--- config.mk ---
export PLATFORM = sky130hd
export DESIGN_NAME = coin_start_sequencer_flat
export DESIGN_NICKNAME = d
export VERILOG_FILES = /design/src/rtl/coin_start_sequencer_if.sv /design/src/rtl/coin_start_sequencer.sv /design/src/flat_wrapper.sv
export SDC_FILE = /design/constraint.sdc
export NUM_CORES = 1
export LEC_CHECK = 0
export ABC_CLOCK_PERIOD_IN_PS = 4700
export CORE_MARGIN = 2
export CORE_UTILIZATION = 25
export CTS_CLUSTER_SIZE = 24
export DETAILED_ROUTE_END_ITERATION = 8
export DONT_BUFFER_PORTS = 1
export PLACE_DENSITY = 0.48
export SYNTH_ARGS = -nofsm -noshare
export SYNTH_HDL_FRONTEND = slang
export SYNTH_SLANG_ARGS = --single-unit
--- constraint.sdc ---
create_clock -name clk_sys -period 4.7 [get_ports clk_sys]
set_input_delay 0.94 -clock clk_sys [delete_from_list [all_inputs] [get_ports clk_sys]]
set_output_delay 0.94 -clock clk_sys [all_outputs]
set_load 0.1 [all_outputs]
--- src/rtl/coin_start_sequencer_if.sv ---
// coin_start_sequencer_if: control inputs and core-side coin/start outputs of the sequencer
interface coin_start_sequencer_if;
    logic tick;
    logic auto_coin;
    logic req_start1;
    logic req_start2;
    logic coin_in;
    logic coin_out;
    logic start1_out;
    logic start2_out;
    logic busy;
    modport master (
        output tick, auto_coin, req_start1, req_start2, coin_in,
        input  coin_out, start1_out, start2_out, busy
    );
    modport slave (
        input  tick, auto_coin, req_start1, req_start2, coin_in,
        output coin_out, start1_out, start2_out, busy
    );
endinterface

--- src/rtl/coin_start_sequencer.sv ---
// coin_start_sequencer: turns one start press into a timed coin pulse, gap and start pulse
module coin_start_sequencer #(
    parameter int COIN_TICKS  = 4,
    parameter int GAP_TICKS   = 4,
    parameter int START_TICKS = 4
) (
    input logic clk_sys,
    input logic reset,
    coin_start_sequencer_if.slave bus
);
    typedef enum logic [2:0] {IDLE, COIN, GAP, START, RELEASE} state_t;
    state_t state, state_nxt;
    logic [7:0] cnt, cnt_nxt, lim;
    logic p2, p2_nxt, prev1, prev2, edge1, edge2;
    assign edge1 = bus.req_start1 & ~prev1;
    assign edge2 = bus.req_start2 & ~prev2;
    always_comb begin
        state_nxt = state;
        cnt_nxt   = cnt;
        p2_nxt    = p2;
        lim = state == COIN ? 8'(COIN_TICKS) : state == GAP ? 8'(GAP_TICKS) : 8'(START_TICKS);
        if (state == IDLE) begin
            if (bus.auto_coin && (edge1 || edge2)) begin
                state_nxt = COIN;
                p2_nxt    = ~edge1;
            end
        end else if (state == RELEASE) begin
            if (!bus.req_start1 && !bus.req_start2) state_nxt = IDLE;
        end else if (bus.tick) begin
            if (cnt == lim - 8'd1)
                state_nxt = state == COIN ? GAP : state == GAP ? START : RELEASE;
            else
                cnt_nxt = cnt + 8'd1;
        end
        if (!bus.auto_coin) state_nxt = IDLE;
        if (state_nxt != state || !bus.auto_coin) cnt_nxt = 8'd0;
    end
    // outputs are registered from the next state so a sequence shows up one cycle after the edge
    always_ff @(posedge clk_sys) begin
        if (reset) begin
            state          <= IDLE;
            cnt            <= 8'd0;
            p2             <= 1'b0;
            prev1          <= 1'b1;
            prev2          <= 1'b1;
            bus.coin_out   <= 1'b0;
            bus.start1_out <= 1'b0;
            bus.start2_out <= 1'b0;
            bus.busy       <= 1'b0;
        end else begin
            state          <= state_nxt;
            cnt            <= cnt_nxt;
            p2             <= p2_nxt;
            prev1          <= bus.req_start1;
            prev2          <= bus.req_start2;
            bus.coin_out   <= bus.coin_in | (state_nxt == COIN);
            bus.start1_out <= (state_nxt == START && !p2_nxt) || (!bus.auto_coin && bus.req_start1);
            bus.start2_out <= (state_nxt == START && p2_nxt) || (!bus.auto_coin && bus.req_start2);
            bus.busy       <= state_nxt != IDLE;
        end
    end
endmodule

--- src/flat_wrapper.sv ---
// flat-port wrapper written by rule: the top's interface ports become plain ports
module coin_start_sequencer_flat 
#(
    parameter int COIN_TICKS  = 4,
    parameter int GAP_TICKS   = 4,
    parameter int START_TICKS = 4
)
  (clk_sys, reset, bus_tick, bus_auto_coin, bus_req_start1, bus_req_start2, bus_coin_in, bus_coin_out, bus_start1_out, bus_start2_out, bus_busy);
  coin_start_sequencer_if bus_i ();
  input logic clk_sys;
  input logic reset;
  input wire logic [$bits(bus_i.tick)-1:0] bus_tick;
  input wire logic [$bits(bus_i.auto_coin)-1:0] bus_auto_coin;
  input wire logic [$bits(bus_i.req_start1)-1:0] bus_req_start1;
  input wire logic [$bits(bus_i.req_start2)-1:0] bus_req_start2;
  input wire logic [$bits(bus_i.coin_in)-1:0] bus_coin_in;
  output wire logic [$bits(bus_i.coin_out)-1:0] bus_coin_out;
  output wire logic [$bits(bus_i.start1_out)-1:0] bus_start1_out;
  output wire logic [$bits(bus_i.start2_out)-1:0] bus_start2_out;
  output wire logic [$bits(bus_i.busy)-1:0] bus_busy;
  assign bus_i.tick = bus_tick;
  assign bus_i.auto_coin = bus_auto_coin;
  assign bus_i.req_start1 = bus_req_start1;
  assign bus_i.req_start2 = bus_req_start2;
  assign bus_i.coin_in = bus_coin_in;
  assign bus_coin_out = bus_i.coin_out;
  assign bus_start1_out = bus_i.start1_out;
  assign bus_start2_out = bus_i.start2_out;
  assign bus_busy = bus_i.busy;
  coin_start_sequencer #(.COIN_TICKS(COIN_TICKS), .GAP_TICKS(GAP_TICKS), .START_TICKS(START_TICKS)) u_core (.clk_sys(clk_sys), .reset(reset), .bus(bus_i));
endmodule
==> impl_metrics.toml <==
[timing]
period_needed_ps = 2140
fmax_mhz = 467
rsz0062_at_grt = "false"
setup_slack_ps = 2560
fin_crit_sh_pct = 45.5
finalSetupTns_ps = 0
tightestPinTransition_ps = 942
max_slew_margin_pct = 37.1
hold_violations = 0
slew_violations = 0
setup-violations-final = 0
fin_worst_skew_ps = 5.45

[drt]
top_layer = "met4"
wl_met1_um = 800
wirelength_mm = 1.73
wl_met2_um = 810
wl_per_cell_um = 11.6
drc = 0
num_vias = 711
drt-vias-per-instance = 4.77
first_pass_iters = 4
dr.first_iter.drc_count = 34
route.met3.wl_um = 106
antenna_left = 0

[place]
gp_congestion = 0.696
dp_slack_ps = 2540
hpwl_mm = 1.29
io_buffers = 0

[logic_synthesis]
synth_cell_type_count = 37
synth_top_flop_cell = "dfxtp_1"
yosys.area.top_type = "dfxtp_1"
avgSynthCellArea_um2 = 9.05
async_reset_ff_share_pct = 0
synth_seq_area_share_pct = 39.0
synth_area_um2 = 923
synthCells = 102
synth_top_area_share_pct = 39.0
ys_ff_latch = 18
yosys_warnings = 0
syn_nets = 110
yosys-top-cells-area = "dfxtp_1 (39%), nor2_1 (6.5%), mux2i_1 (4.3%)"
synth-edff-count = 0

[die]
core_um2 = 3610
die_w_um = 64.8
fp.dieArea_um2 = 4200
start_util_pct = 25.6
rows = 22
ioPinCount = 11
die_y_um = 64.8

[global_route]
grt_pass1_wl_mm = 3.20
grt_max_degree = 14
antenna_found_initial = 0
first_global_vias = 720
grt_usage_pct = 9.88
overflow = 0

[setup_path]
cp.required_ps = 3760
worstSetupPathType = "reg2out"
end_kind = "output pin"
cp.arrival_ps = 1200
start_kind = "register"
worst-path-max-fanout = 1

[flow_run]
cap_violations = 0

[layout]
regArea_um2 = 360
fillers = 389
drive_gt1_share_pct = 12.9
multi_input_area_um2 = 522
area_delta_synth_final_pct = 9.21
fin_nets = 110
diodes = 0

[power]
power.leakage_nw = 0.345
powerDensity_nw_per_um2 = 312
ir_worst_vdd_v = 0.000131

[clocking]
cts_max_level = 1
cts_hold_buffers = 0
insertion_delay_ps = 250
clock_tree.root_cell = "clkbuf_8"
cts_inserted_buffers = 3
cts_tree = "done"
cts_resized = 0
cts_setup_buffers = 0
clock-sinks = 18
clk_pin_slew_ps = 70
clockBufferDepth = 2

[min_path]
hold_class = "reg2reg"

[outcome]
outcome = "completed"
-- per-stage QoR --
stage	util (%)	total power, W	cell area, um^2	hold slack [ps]	cells
5_1_grt	28.0	0.000335	1010	605	149
6_report	28.0	0.000315	1010	553	149
3_3_place_gp	26.4	0.000193	953	514	145
3_5_place_dp	26.4	0.000193	953	546	145
4_1_cts	28.0	0.000323	1010	562	149
2_1_floorplan	-	0.000191	923	494	102
-- synthesized netlist by cell type (all sizes together), types with 3 or more instances --
cell,instances
dfxtp,18
inv,3
mux2i,4
nand4,4
xnor2,3
nand2,7
xor2,4
nor2,16
a21oi,5
nand2b,5
buf,3
-- layout by cell type (no fill, tap or decap), types with 3 or more instances in the layout --
| master | n |
|---|---|
| a21oi_1 | 4 |
| clkbuf_8 | 4 |
| dfxtp_1 | 18 |
| inv_1 | 3 |
| mux2i_1 | 4 |
| nand2_1 | 7 |
| nand2b_1 | 5 |
| nand4_1 | 4 |
| nor2_1 | 16 |
| xnor2_1 | 3 |
| xor2_1 | 4 |
-- path summary, 6_finish.rpt --
kind,start,slack (ps),cells after the start,endpoint
setup / recovery,u_core.bus.busy,2560,0,bus_busy
hold / removal,u_core.cnt[6],550,2,u_core.cnt[6]
setup reg to reg,u_core.cnt[2],2950,4,u_core.cnt[1]
hold reg to reg,u_core.cnt[6],550,2,u_core.cnt[6]
-- report_power, final --
group | internal [W] | switching, W | total, W
Sequential | 0.000156 | 0.0000150 | 0.000171
Clock | 0.0000744 | 0.0000507 | 0.000125
Combinational | 0.00000877 | 0.00000984 | 0.0000186
-- state kept, by name (all words and copies together), names as in the netlist --
| register | cells |
|---|---|
| u_core.prev1 | 1 |
| u_core.state | 3 |
| u_core.cnt | 8 |
| u_core.bus.start2_out | 1 |
| u_core.prev2 | 1 |
| u_core.bus.start1_out | 1 |
| u_core.bus.coin_out | 1 |
| u_core.p2 | 1 |
| u_core.bus.busy | 1 |
-- routing by layer --
metal / track usage (%) / up-vias
met5: 0 / -
met4: 3.99 / 0
met3: 4.51 / 2
met2: 15.7 / 10
met1: 11.4 / 334
li1: - / 365
-- layout make-up --
type / instances / share of cell area [%]
Sequential cell: 18 / 35.7
Multi-Input combinational cell: 76 / 51.7
Clock buffer: 4 / 5.46
Inverter: 3 / 1.12
Tap cell: 48 / 5.96
-- cells by family after synthesis --
kind of cell / after synthesis / share of synthesized area [%]
buffers and inverters: 8 / 4.47
XOR/XNOR: 7 / 6.64
adder cells (fa/ha/maj): 1 / 1.35
AO/OA/AOI/OAI: 19 / 16.7
AND/OR/NAND/NOR: 45 / 27.5
flip-flops: 18 / 39.0
multiplexers: 4 / 4.34
No activity file was read; power rests on OpenSTA's default activity.
